[config.mk]
export PLATFORM = sky130hd
export DESIGN_NAME = doc_wave_fetch
export DESIGN_NICKNAME = d
export VERILOG_FILES = /design/src/rtl/doc_wave_fetch_pkg.sv /design/src/rtl/doc_wave_line_store.sv /design/src/rtl/doc_wave_fetch.sv
export SDC_FILE = /design/constraint.sdc
export NUM_CORES = 1
export LEC_CHECK = 0
export ABC_AREA = 1
export BUFFER_PORTS_ARGS = -buffer_cell sky130_fd_sc_hd__buf_2
export CAP_MARGIN = 20
export CORE_MARGIN = 3
export CORE_UTILIZATION = 59
export CTS_CLUSTER_DIAMETER = 150
export DETAILED_ROUTE_END_ITERATION = 16
export GPL_ROUTABILITY_DRIVEN = 0
export GPL_TIMING_DRIVEN = 0
export PLACE_DENSITY = 0.8
export REMOVE_ABC_BUFFERS = 1
export SETUP_SLACK_MARGIN = 0.4
export SLEW_MARGIN = 20
export SYNTH_ARGS = -nofsm -noshare
export SYNTH_HDL_FRONTEND = slang
export SYNTH_SLANG_ARGS = --single-unit
[constraint.sdc]
create_clock -name clk_i -period 3.8 [get_ports clk_i]
set_input_delay 0.57 -clock clk_i [delete_from_list [all_inputs] [get_ports clk_i]]
set_output_delay 0.57 -clock clk_i [all_outputs]
set_load 0.1 [all_outputs]
[src/rtl/doc_wave_fetch_pkg.sv]
// Shared sound-side definitions: fetch FSM states, sound RAM placement, cache geometry.
package doc_wave_fetch_pkg;

  localparam logic [20:0] SOUND_RAM_BASE_WORD = 21'h01_0000;
  localparam int          NUM_LINES           = 4;
  localparam int          IDX_W               = $clog2(NUM_LINES);
  localparam int          WORD_W              = 14;             // 64K bytes as 32-bit words
  localparam int          TAG_W               = WORD_W - IDX_W;

  typedef enum logic [1:0] {
    IDLE,
    LOOKUP,
    MISS_WAIT,
    RESPOND
  } wave_state_e;

  // Pick byte b out of a little-endian 32-bit word.
  function automatic logic [7:0] sel_byte(input logic [31:0] w, input logic [1:0] b);
    return w[{b, 3'b000} +: 8];
  endfunction

endpackage

[src/rtl/doc_wave_line_store.sv]
// Direct-mapped line store: data, tags, valid bits and the hit compare.
module doc_wave_line_store
  import doc_wave_fetch_pkg::*;
(
  input  logic              clk_i,
  input  logic              reset_i,
  input  logic [WORD_W-1:0] lookup_word,
  output logic              hit,
  output logic [31:0]       hit_data,
  input  logic              inv,
  input  logic [WORD_W-1:0] inv_word,
  input  logic              fill,
  input  logic [WORD_W-1:0] fill_word,
  input  logic [31:0]       fill_data
);

  logic [NUM_LINES-1:0]             valid;
  logic [NUM_LINES-1:0][TAG_W-1:0]  tag_q;
  logic [NUM_LINES-1:0][31:0]       data_q;

  logic [IDX_W-1:0] lidx, iidx, fidx;
  assign lidx = lookup_word[IDX_W-1:0];
  assign iidx = inv_word[IDX_W-1:0];
  assign fidx = fill_word[IDX_W-1:0];

  // Tag compare against the addressed line.
  always_comb begin
    hit      = valid[lidx] && (tag_q[lidx] == lookup_word[WORD_W-1:IDX_W]);
    hit_data = data_q[lidx];
  end

  // Valid bits: invalidate a matching line; a fill to the same index lands last and wins.
  always_ff @(posedge clk_i) begin
    if (reset_i) begin
      valid <= '0;
    end else begin
      if (inv && valid[iidx] && (tag_q[iidx] == inv_word[WORD_W-1:IDX_W]))
        valid[iidx] <= 1'b0;
      if (fill)
        valid[fidx] <= 1'b1;
    end
  end

  // Tag and data arrays need no reset; valid bits qualify them.
  always_ff @(posedge clk_i) begin
    if (fill) begin
      tag_q[fidx]  <= fill_word[WORD_W-1:IDX_W];
      data_q[fidx] <= fill_data;
    end
  end

endmodule

[src/rtl/doc_wave_fetch.sv]
// DOC wave-read front end: 4-line cache over the SDRAM-resident sound RAM.
module doc_wave_fetch
  import doc_wave_fetch_pkg::*;
#(
  parameter bit          ENABLE    = 1'b1,
  parameter logic [20:0] BASE_WORD = SOUND_RAM_BASE_WORD
) (
  input  logic        clk_i,
  input  logic        reset_i,
  input  logic        wave_rd_i,
  input  logic [15:0] wave_addr_i,
  output logic [7:0]  wave_data_o,
  output logic        wave_data_ready_o,
  input  logic        glu_wr_i,
  input  logic [15:0] glu_addr_i,
  output logic        mem_rd_o,
  output logic [20:0] mem_addr_o,
  input  logic        mem_ready_i,
  input  logic [31:0] mem_q_i,
  output logic        overrun_o
);

  wave_state_e state, state_nxt;

  logic [15:0] addr_q, pend_addr;
  logic        pend_v, no_alloc;
  logic [31:0] fill_q;
  logic        ls_hit;
  logic [31:0] ls_data;
  logic        glu_match, lookup_hit;
  logic        resp_fire, rd_fire, fill_we;
  logic [7:0]  resp_byte;

  // GLU writes are byte-granular but invalidation works on whole words.
  logic unused_glu_lsb;
  assign unused_glu_lsb = ^glu_addr_i[1:0];

  // A GLU write to the word being looked up or filled beats the cached copy.
  assign glu_match  = glu_wr_i && (glu_addr_i[15:2] == addr_q[15:2]);
  assign lookup_hit = ENABLE && ls_hit && !glu_match;
  assign mem_addr_o = BASE_WORD + {7'd0, addr_q[15:2]};

  doc_wave_line_store u_lines (
    .clk_i       (clk_i),
    .reset_i     (reset_i),
    .lookup_word (addr_q[15:2]),
    .hit         (ls_hit),
    .hit_data    (ls_data),
    .inv         (glu_wr_i),
    .inv_word    (glu_addr_i[15:2]),
    .fill        (fill_we),
    .fill_word   (addr_q[15:2]),
    .fill_data   (mem_q_i)
  );

  // State register.
  always_ff @(posedge clk_i) begin
    if (reset_i) state <= IDLE;
    else         state <= state_nxt;
  end

  // Next-state decode.
  always_comb begin
    state_nxt = state;
    case (state)
      IDLE:      if (pend_v || wave_rd_i) state_nxt = LOOKUP;
      LOOKUP:    state_nxt = (!ENABLE || lookup_hit) ? IDLE : MISS_WAIT;
      MISS_WAIT: if (mem_ready_i) state_nxt = RESPOND;
      RESPOND:   state_nxt = IDLE;
      default:   state_nxt = IDLE;
    endcase
  end

  // Per-state actions: respond, issue a read, or write the fill into the store.
  always_comb begin
    resp_fire = 1'b0;
    resp_byte = 8'h00;
    rd_fire   = 1'b0;
    fill_we   = 1'b0;
    case (state)
      LOOKUP: begin
        if (!ENABLE) begin
          resp_fire = 1'b1;
        end else if (lookup_hit) begin
          resp_fire = 1'b1;
          resp_byte = sel_byte(ls_data, addr_q[1:0]);
        end else begin
          rd_fire = 1'b1;
        end
      end
      MISS_WAIT: fill_we = mem_ready_i && !no_alloc && !glu_match;
      RESPOND: begin
        resp_fire = 1'b1;
        resp_byte = sel_byte(fill_q, addr_q[1:0]);
      end
      default: ;
    endcase
  end

  // Request intake: current address, one-deep pending slot, sticky overrun.
  always_ff @(posedge clk_i) begin
    if (reset_i) begin
      addr_q    <= '0;
      pend_v    <= 1'b0;
      pend_addr <= '0;
      overrun_o <= 1'b0;
    end else if (state == IDLE) begin
      if (pend_v) begin
        addr_q <= pend_addr;
        pend_v <= wave_rd_i;              // slot frees this cycle, so a new pulse refills it
        if (wave_rd_i) pend_addr <= wave_addr_i;
      end else if (wave_rd_i) begin
        addr_q <= wave_addr_i;
      end
    end else if (wave_rd_i) begin
      if (pend_v) begin
        overrun_o <= 1'b1;
      end else begin
        pend_v    <= 1'b1;
        pend_addr <= wave_addr_i;
      end
    end
  end

  // Registered outputs, fill word capture and no-allocate tracking.
  always_ff @(posedge clk_i) begin
    if (reset_i) begin
      wave_data_o       <= 8'h00;
      wave_data_ready_o <= 1'b0;
      mem_rd_o          <= 1'b0;
      fill_q            <= '0;
      no_alloc          <= 1'b0;
    end else begin
      wave_data_ready_o <= resp_fire;
      mem_rd_o          <= rd_fire;
      if (resp_fire) wave_data_o <= resp_byte;
      if (state == MISS_WAIT && mem_ready_i) fill_q <= mem_q_i;
      if (state == IDLE)
        no_alloc <= 1'b0;
      else if (glu_match && (state == LOOKUP || state == MISS_WAIT))
        no_alloc <= 1'b1;
    end
  end

endmodule

==> results of run 1 <==
==> sequential cells by signal, summed over array words and instances (netlist names), named ones only <==
signal             cells
u_lines.tag_q         48
pend_addr             16
addr_q                16
wave_data_o            8
u_lines.valid          4
state                  1
u_lines.data_q       128
mem_rd_o               1
overrun_o              1
wave_data_ready_o      1
pend_v                 1
no_alloc               1
fill_q                32
==> power by group through the flow <==
stage / Sequential, mW / Clock [mW] / Combinational, mW
2_1_floorplan: 4.15 / 0 / 1.61
3_3_place_gp: 3.79 / 0 / 2.78
3_5_place_dp: 3.77 / 0 / 2.93
4_1_cts: 3.72 / 2.48 / 2.96
5_1_grt: 3.76 / 2.61 / 3.27
6_report: 3.73 / 2.47 / 2.99
==> layout make-up <==
| class | instances | area (sq um) |
|---|---|---|
| Sequential cell | 259 | 6950 |
| Timing Repair inverter | 1 | 5.00 |
| Antenna cell | 1 | 2.50 |
| Fill cell | 1440 | 5900 |
| Clock buffer | 35 | 704 |
| Inverter | 106 | 412 |
| Tap cell | 260 | 325 |
| Multi-Input combinational cell | 897 | 3980 |
| Timing Repair Buffer | 102 | 678 |
| Clock inverter | 12 | 116 |
==> logic make-up (layout without fill, tap and decap cells) <==
group / after synthesis / count (layout) / share of synthesized area (%)
adders and majority gates: 4 / 4 / 0.427
buffers and inverters: 188 / 256 / 7.33
other: 2 / 8 / 0.0641
DFF: 259 / 259 / 59.3
xor gates and xnor gates: 1 / 1 / 0.0747
and+or+nand+nor: 667 / 667 / 22.5
AOI/OAI and AO/OA: 218 / 218 / 10.3
==> cell usage in the layout, fill, tap and decap left out, drive strengths merged, types with 2 or more instances in the layout <==
master / Yosys / layout
nand2: 356 / 356
clkinvlp: 0 / 2
clkinv: 1 / 11
o21a: 3 / 3
nor2: 246 / 246
o211ai: 9 / 9
nand4: 18 / 18
nand3: 46 / 46
bufinv: 0 / 2
conb: 2 / 7
o2111ai: 8 / 8
o22ai: 17 / 17
o21ai: 118 / 118
a21oi: 48 / 48
edfxtp: 176 / 176
clkbuf: 34 / 35
inv: 105 / 104
dfxtp: 83 / 83
a22oi: 13 / 13
buf: 48 / 102
ha: 4 / 4
==> metal layers <==
metal	global-route usage, %	wire (um)
met5	0	0
met4	9.09	825
met2	44.7	14300
met1	36.5	11900
met3	5.40	3190
==> worst max-delay path by stage <==
stage	from	slack (ns)	end	cells after the start
after global placement	addr_q[2]	-3.48	u_lines.data_q[127]	2
after CTS	state[0]	0.61	u_lines.data_q[57]	8
after floorplan	addr_q[2]	-1.42	u_lines.data_q[100]	2
after global routing	state[0]	0.43	u_lines.tag_q[44]	8
after detailed placement	mem_ready_i	-0.50	u_lines.data_q[63]	7
final	addr_q[3]	0.48	wave_data_o[1]	13
==> through the flow <==
stage / util, % / setup WS (ns) / cells / setup TNS [ns] / hold WS [ns]
after detailed placement: 64.6 / -0.499 / 1622 / -56.36 / 0.436
after global placement: 63.2 / -3.48 / 1613 / -485.41 / 0.434
final: 69.1 / 0.482 / 1673 / 0 / 0.259
after floorplan: - / -1.42 / 1262 / -150.45 / 0.426
after CTS: 68.9 / 0.608 / 1670 / 0 / 0.247
after global routing: 69.1 / 0.430 / 1673 / 0 / 0.252
==> worst reg2reg max path, stage by stage (launching register included) <==
cell and delay [ns]:
sky130_fd_sc_hd__dfxtp_2 0.87, sky130_fd_sc_hd__nand2_2 0.69, sky130_fd_sc_hd__inv_1 0.35, sky130_fd_sc_hd__nand2_1 0.11, sky130_fd_sc_hd__nand4_1 0.18, sky130_fd_sc_hd__nand2_1 0.07
sky130_fd_sc_hd__nor2_1 0.08, sky130_fd_sc_hd__nand2_1 0.07, sky130_fd_sc_hd__nor2_2 0.22, sky130_fd_sc_hd__nand3_2 0.15, sky130_fd_sc_hd__nand2_4 0.17, sky130_fd_sc_hd__nor2_1 0.07
sky130_fd_sc_hd__nor2_1 0.11, sky130_fd_sc_hd__nor2_1 0.06
==> timing repair <==
action,4_1_cts,5_1_grt
setup endpoints to repair,188,43
hold buffers,0,0
resized for setup,3,1
cloned,1,0
setup buffers,0,2
pin swaps,0,1
==> metrics list, run 1 <==
- H-tree depth: 1
- CTS tree: done
* Number of register bits inferred by synthesis: 259
* Critical Path, Cell by Cell: nand2_2 -> inv_1 -> nand2_1 -> nand4_1 -> nand2_1 -> nor2_1 -> nand2_1 -> nor2_2 -> nand3_2 -> nand2_4 -> nor2_1 -> nor2_1 -> nor2_1
- P&R area growth vs syn: 12.4%
- Yosys mapped the design onto 31 distinct sky130hd cell types.
* 1st-pass router iterations: 6
* Tmin final: 3.32 ns
* Crit-path leading delay family: simple AND/OR/NAND/NOR gates
- Dividing total power by cell area gives a power density of 697 nW/um^2.
- In the synthesized netlist, the number of instances is 1,339.
- Counting instances in the post-synthesis netlist gives the leading cell types as sky130_fd_sc_hd__nand2_1 (354), sky130_fd_sc_hd__nor2_1 (240), sky130_fd_sc_hd__edfxtp_1 (176).
- Number of stages on the worst hold path: 1
* Chip height: 147 um
- The startpoint identified for the worst register-to-register timing path is addr_q[3].
* Post-route total power: 9.19 mW
* Non-Filler Cell Area, Final: 13,200 sq um
* Number of enable-type register cells in the synthesized netlist: 176
- The worst setup path is captured at a flop.
- The worst pin sits at a relative slew slack of 33.2%.
- Post-synthesis sequential area ratio: 59.3%
- Of the total power, the clock network draws 26.8%.
- For this design the static power due to leakage is 5.41 nW.
* Number of sinks handled by clock tree synthesis: 259
* Worst-case hold path end point: u_lines.data_q[111]
- Largest driver fanout on the critical path: 29
- In this run, CTS created clock tree buffers numbering 26.
* Max Buffers Root-to-Sink: 3
- Per report_power, the combinational group accounts for 32.6% of the total.
* DRC errors left: 0
- Required time reported for the critical path endpoint: 4.20 ns
* CP most frequent cell: sky130_fd_sc_hd__nor2_1
* Worst-Skew Late Latency: 0.54 ns
- After layout, the worst path uses 87.3% of the clock period.
- Clock-pin slew was measured on the worst setup and hold paths at 0.06 ns.
* Row count: 50
- Maximum Capacitance Violations: 0
* Count of buffer and inverter cells on the critical path: 1
- Ranked by total cell area, the synthesized netlist is headed by sky130_fd_sc_hd__edfxtp_1 (45%), sky130_fd_sc_hd__dfxtp_1 (14%), sky130_fd_sc_hd__nand2_1 (11%).
* First-pass GRT wire length: 46.5 mm
* Maximum vdd ir drop: 0.480 mV
- The worst register-to-register path ends at wave_data_o[1].
* Detail-routed net length per standard cell: 18.1 um
- During I/O placement, the number of pins put on the boundary was 101.
- Yosys instantiated no cell more often than sky130_fd_sc_hd__nand2_1.
- Total half-perimeter wirelength after legalization and detailed placement: 18.9 mm
- Proportion of total power due to net switching: 39.4%
- Asr flop ratio synth: 0%
* Root buf cell: sky130_fd_sc_hd__clkbuf_16
- Clock skew on the completed layout was measured at 0.0150 ns.
* Internal cell power: 5.57 mW
* Share of layout cells above drive strength 1: 11.8%
* Finish-stage setup viols: 0
* Vias in the first global route: 8,878
- Entering global routing, the biggest net connects 48 pins.
* Largest stage delay, worst path: 0.87 ns
* Unrepaired setup endpoints after global routing: false
- Syn avg cell area: 8.75 sq um
- The worst hold path begins at mem_q_i[15].
- GRT overflow: 0
* Routed vias/inst: 5.68
- Among all flip-flop cells after synthesis, the most frequent one is sky130_fd_sc_hd__edfxtp_1.
- The final route contains 9,507 vias.
* Slew at the pin closest to its max-slew limit: 0.996 ns
- Wires add up to 30.3 mm.
- Timing would allow up to 0.301 GHz.
- Fin nets: 1,466
- Detailed router's first-iteration violation count: 1,018
* Die W: 147 um
* Switching power: 3.62 mW
- After detailed placement, the total cell area comes to 12,300 sq um.
- Power share of the sequential group: 40.6%
- Of the post-synthesis cell area, the dominant cell type holds 45.1%.
* Worst hold path class: primary input to flop
- Die area: 21,600 sq um
- The region available for standard cell placement spans 19,100 sq um.
* Summed instance area of the synthesized netlist: 11,700 sq um
- In this run the remaining antenna-violating nets after routing total 0.
* Input/output buffers: 91
- The worst setup path is launched from a flop.
* Number of hold violations in the final report: 0
- Count of cells along the worst register-to-register path: 13
* Data arrival time of the critical path: 3.72 ns
- For this configuration, the core starts out at a cell density of 61.4%.
- Post-synth top area cell: sky130_fd_sc_hd__edfxtp_1
* Outcome: finished, final reports clean
- Class of the most critical setup path: flop to flop
- The final number of max-transition violations was 0.
- The slowest stage of the critical path is the sky130_fd_sc_hd__dfxtp_2 cell.
- The worst register-to-register path has a setup slack of 0.48 ns.
- Yosys printed 0 warnings.
- Global routing used 27.2% of the available tracks.
* Number of antenna violations at the first check in global routing: 1
No activity file was read; power rests on OpenSTA's default activity.
==> run 2: changes to the inputs <==
Clock period 3.8 ns to 3.1 ns, I/O delays scaled along.
==> run 2 against run 1 <==
Critical path depth up 1. Power up 24%. First-iteration DRC count down 0.98%. Wire length up 2.1%. Sequential share of layout area down 0.45 points. Clock power up 23%.
==> metrics list, run 2 (synthesis gave the netlist of run 1 again) <==
- The run finished with clean final reports.
* Number of flip-flops in the largest register: 128 (unchanged)
- Share of layout cells above drive strength 1: 12.5% (+0.65 points)
- The total of endpoints with negative setup slack in the final report was 0 (unchanged).
- Unrepaired setup endpoints after global routing: false
- The final antenna-violating net count was 0 (unchanged).
- Pin count of the biggest net entering global routing: 48 (unchanged)
- The site row count came to 50 (unchanged).
- From synthesis to final layout, the design area changed by 13.5%.
- On the critical path the largest part of the delay comes from simple AND/OR/NAND/NOR gates.
* Worst hold path class: primary input to flop
* Highest-count cells in the layout ignoring fill and taps: sky130_fd_sc_hd__nand2_1 (350), sky130_fd_sc_hd__nor2_1 (235), sky130_fd_sc_hd__edfxtp_1 (176), sky130_fd_sc_hd__o21ai_0 (118), sky130_fd_sc_hd__inv_1 (98)
- The area of the core is 19,100 sq um (unchanged).
- Leading cell type in the layout, fill and taps excluded: sky130_fd_sc_hd__nand2_1
- The cell area power density is 857 nW/um^2 (+23%).
- First-pass GRT wire length: 47.3 mm (+1.8%)
* Critical Path, Cell by Cell: inv_6 -> nand2_4 -> inv_2 -> nand2_1 -> nand4_1 -> nand2_1 -> nor2_1 -> nand2_1 -> nor2_2 -> nand3_2 -> nand2_4 -> nor2_1 -> nor2_1 -> nor2_1
- Die area: 21,600 sq um (unchanged)
- Counting stages on the worst path, the most repeated cell is sky130_fd_sc_hd__nor2_1.
- The register with the most flip-flops in the final layout is u_lines.data_q.
- The final sum of negative setup slack is 0 ns (unchanged).
- Number of antenna violations at the first check in global routing: 1 (unchanged)
* Number of placed I/O pins: 101 (unchanged)
* Worst setup slack for register-to-register paths: 0.48 ns (about the same)
- Instance area after placement: 12,300 sq um (unchanged)
* Final critical-path share of the clock period: 84.4% (-2.9 points)
- The largest registers in the layout are u_lines.data_q (128), u_lines.tag_q (48), fill_q (32).
* Maximum Capacitance Violations: 0 (unchanged)
- Class of the most critical setup path: flop to flop
- The first-pass iteration count of the detailed router was 8 (+2).
* Source of the worst register-to-register timing path: addr_q[3]
* Die W: 147 um (unchanged)
- The stage delay of the slowest cell on the critical path came to 0.51 ns (-0.36 ns).
- Tracing the worst setup path back leads to its startpoint at addr_q[3].
- The number of buffers inserted during clock tree synthesis was 26 (unchanged).
- The maximum fanout along the worst path came to 29 (unchanged).
- The number of buffer and inverter instances along the worst setup path came to 2 (+1).
- The effective utilization at floorplan is 61.4% (unchanged).
- Crit path depth: 14 (+1)
- Cell at the slowest stage of the critical path: sky130_fd_sc_hd__dfxtp_4
- The final hold violation count is 0 (unchanged).
- The smallest hold slack is 0.153 ns (-0.106 ns).
* Non-Filler Cell Area, Final: 13,300 sq um (+0.94%)
* Clock skew after layout: 0.0127 ns (-0.00237 ns)
- Startpoint Class: flop
- Tmin final: 2.62 ns (-0.702 ns)
- The per-cell via count in the routed design came to 5.72 (+0.59%).
- The maximum buffer depth of the clock tree came to 3 (unchanged).
- The worst setup path is captured at a flop.
- The worst-margin pin slew came to 0.876 ns (-0.119 ns).
- Fin. max-slew vios: 0 (unchanged)
- The number of buffers added on ports was 91 (unchanged).
* Placed cells: 1,622 (unchanged)
- The global route total overflow came to 0 (unchanged).
- The aggregate global-route resource usage is 27.7% (+0.49 points).
- H-tree depth: 1 (unchanged)
- The sink count of the clock tree came to 259 (unchanged).
- Max-slew headroom at the worst pin: 41.5% (+8.3 points)
- Fin nets: 1,473 (+0.48%)
- The clock insertion delay at the later pin of the skew report is 0.54 ns (about the same).
- The depth of the most critical reg-to-reg path came to 14 (+1).
- The detailed-route DRC error count came to 0 (unchanged).
- The arrival time at the worst endpoint was 3.02 ns (-0.70 ns).
- The upper clock frequency limit came to 0.382 GHz (+27%).
- Critical register-to-register path endpoint: wave_data_o[1]
- The largest vdd supply drop came to 0.553 mV (+15%).
- The overall power was 11.4 mW (+24%).
- Chip height: 147 um (unchanged)
- The clock slew at the register clock pins of the worst setup and hold paths came to 0.06 ns (about the same).
- Routed Wire Length: 30.9 mm (+2.1%)
- The data required time at the worst endpoint was 3.50 ns (-0.70 ns).
* Endpoint of the most critical setup path: wave_data_o[1]
- The per-cell routed wire length was 18.4 um (+1.6%).
* Vias in the first global route: 8,983 (+1.2%)
- The total leakage power came to 5.47 nW (+1.1%).
- TritonCTS built the clock tree.
* Total half-perimeter wirelength after legalization and detailed placement: 18.9 mm (unchanged)
- The detailed router's first-iteration violation count is 1,008 (-0.98%).
- Number of non-filler instances in the completed layout: 1,680 (+0.42%)
* Root buf cell: sky130_fd_sc_hd__clkbuf_16
- Via count: 9,603 (+1.0%)
## run 2: layout make-up
| class | instances | area (sq um) |
|---|---|---|
| clock buffers | 35 | 704 |
| fillers | 1407 | 5780 |
| repair inverters | 1 | 5.00 |
| well taps | 260 | 325 |
| clock inverters | 12 | 116 |
| diodes | 1 | 2.50 |
| flip-flops and latches | 259 | 6960 |
| inverters | 106 | 442 |
| repair buffers | 108 | 727 |
| multi-input cells | 898 | 4020 |
## run 2: stage by stage
| stage | util (%) | worst slack [ns] |
|---|---|---|
| 2_1_floorplan | - | -2.12 |
| 3_3_place_gp | 63.2 | -4.18 |
| 3_5_place_dp | 64.6 | -1.14 |
| 4_1_cts | 69.5 | 0.450 |
| 5_1_grt | 69.7 | 0.421 |
| 6_report | 69.7 | 0.484 |
## run 2: layer usage
layer	global-route usage (%)	wire length, um	vias up
met3	5.74	3510	100
li1	-	-	4533
met4	10.8	1050	0
met5	0	0	-
met2	44.4	14400	571
met1	37.4	12000	4399
## run 2: repair_timing
item,4_1_cts,5_1_grt
hold buffers,0,0
pin swaps,4,0
cloned,2,0
gates resized for setup,13,7
setup endpoints to repair,239,112
setup buffers,7,1
## run 2: worst min-delay path by stage
| stage | start | end | slack, ns | depth (start not counted) |
|---|---|---|---|---|
| global route | mem_q_i[17] | u_lines.data_q[113] | 0.15 | 1 |
| detailed placement | pend_addr[14] | pend_addr[14] | 0.44 | 2 |
| finish | mem_q_i[15] | u_lines.data_q[111] | 0.15 | 1 |
| global placement | pend_addr[2] | pend_addr[2] | 0.43 | 2 |
| floorplan | pend_addr[0] | pend_addr[0] | 0.43 | 2 |
| CTS | mem_q_i[15] | u_lines.data_q[111] | 0.14 | 1 |
## run 2: power by group
| part | internal (mW) | leakage [nW] | switching [mW] |
|---|---|---|---|
| Clock | 1.76 | 0.404 | 1.27 |
| Combinational | 0.976 | 2.79 | 2.81 |
| Sequential | 4.14 | 2.27 | 0.439 |
| Total | 6.87 | 5.47 | 4.53 |
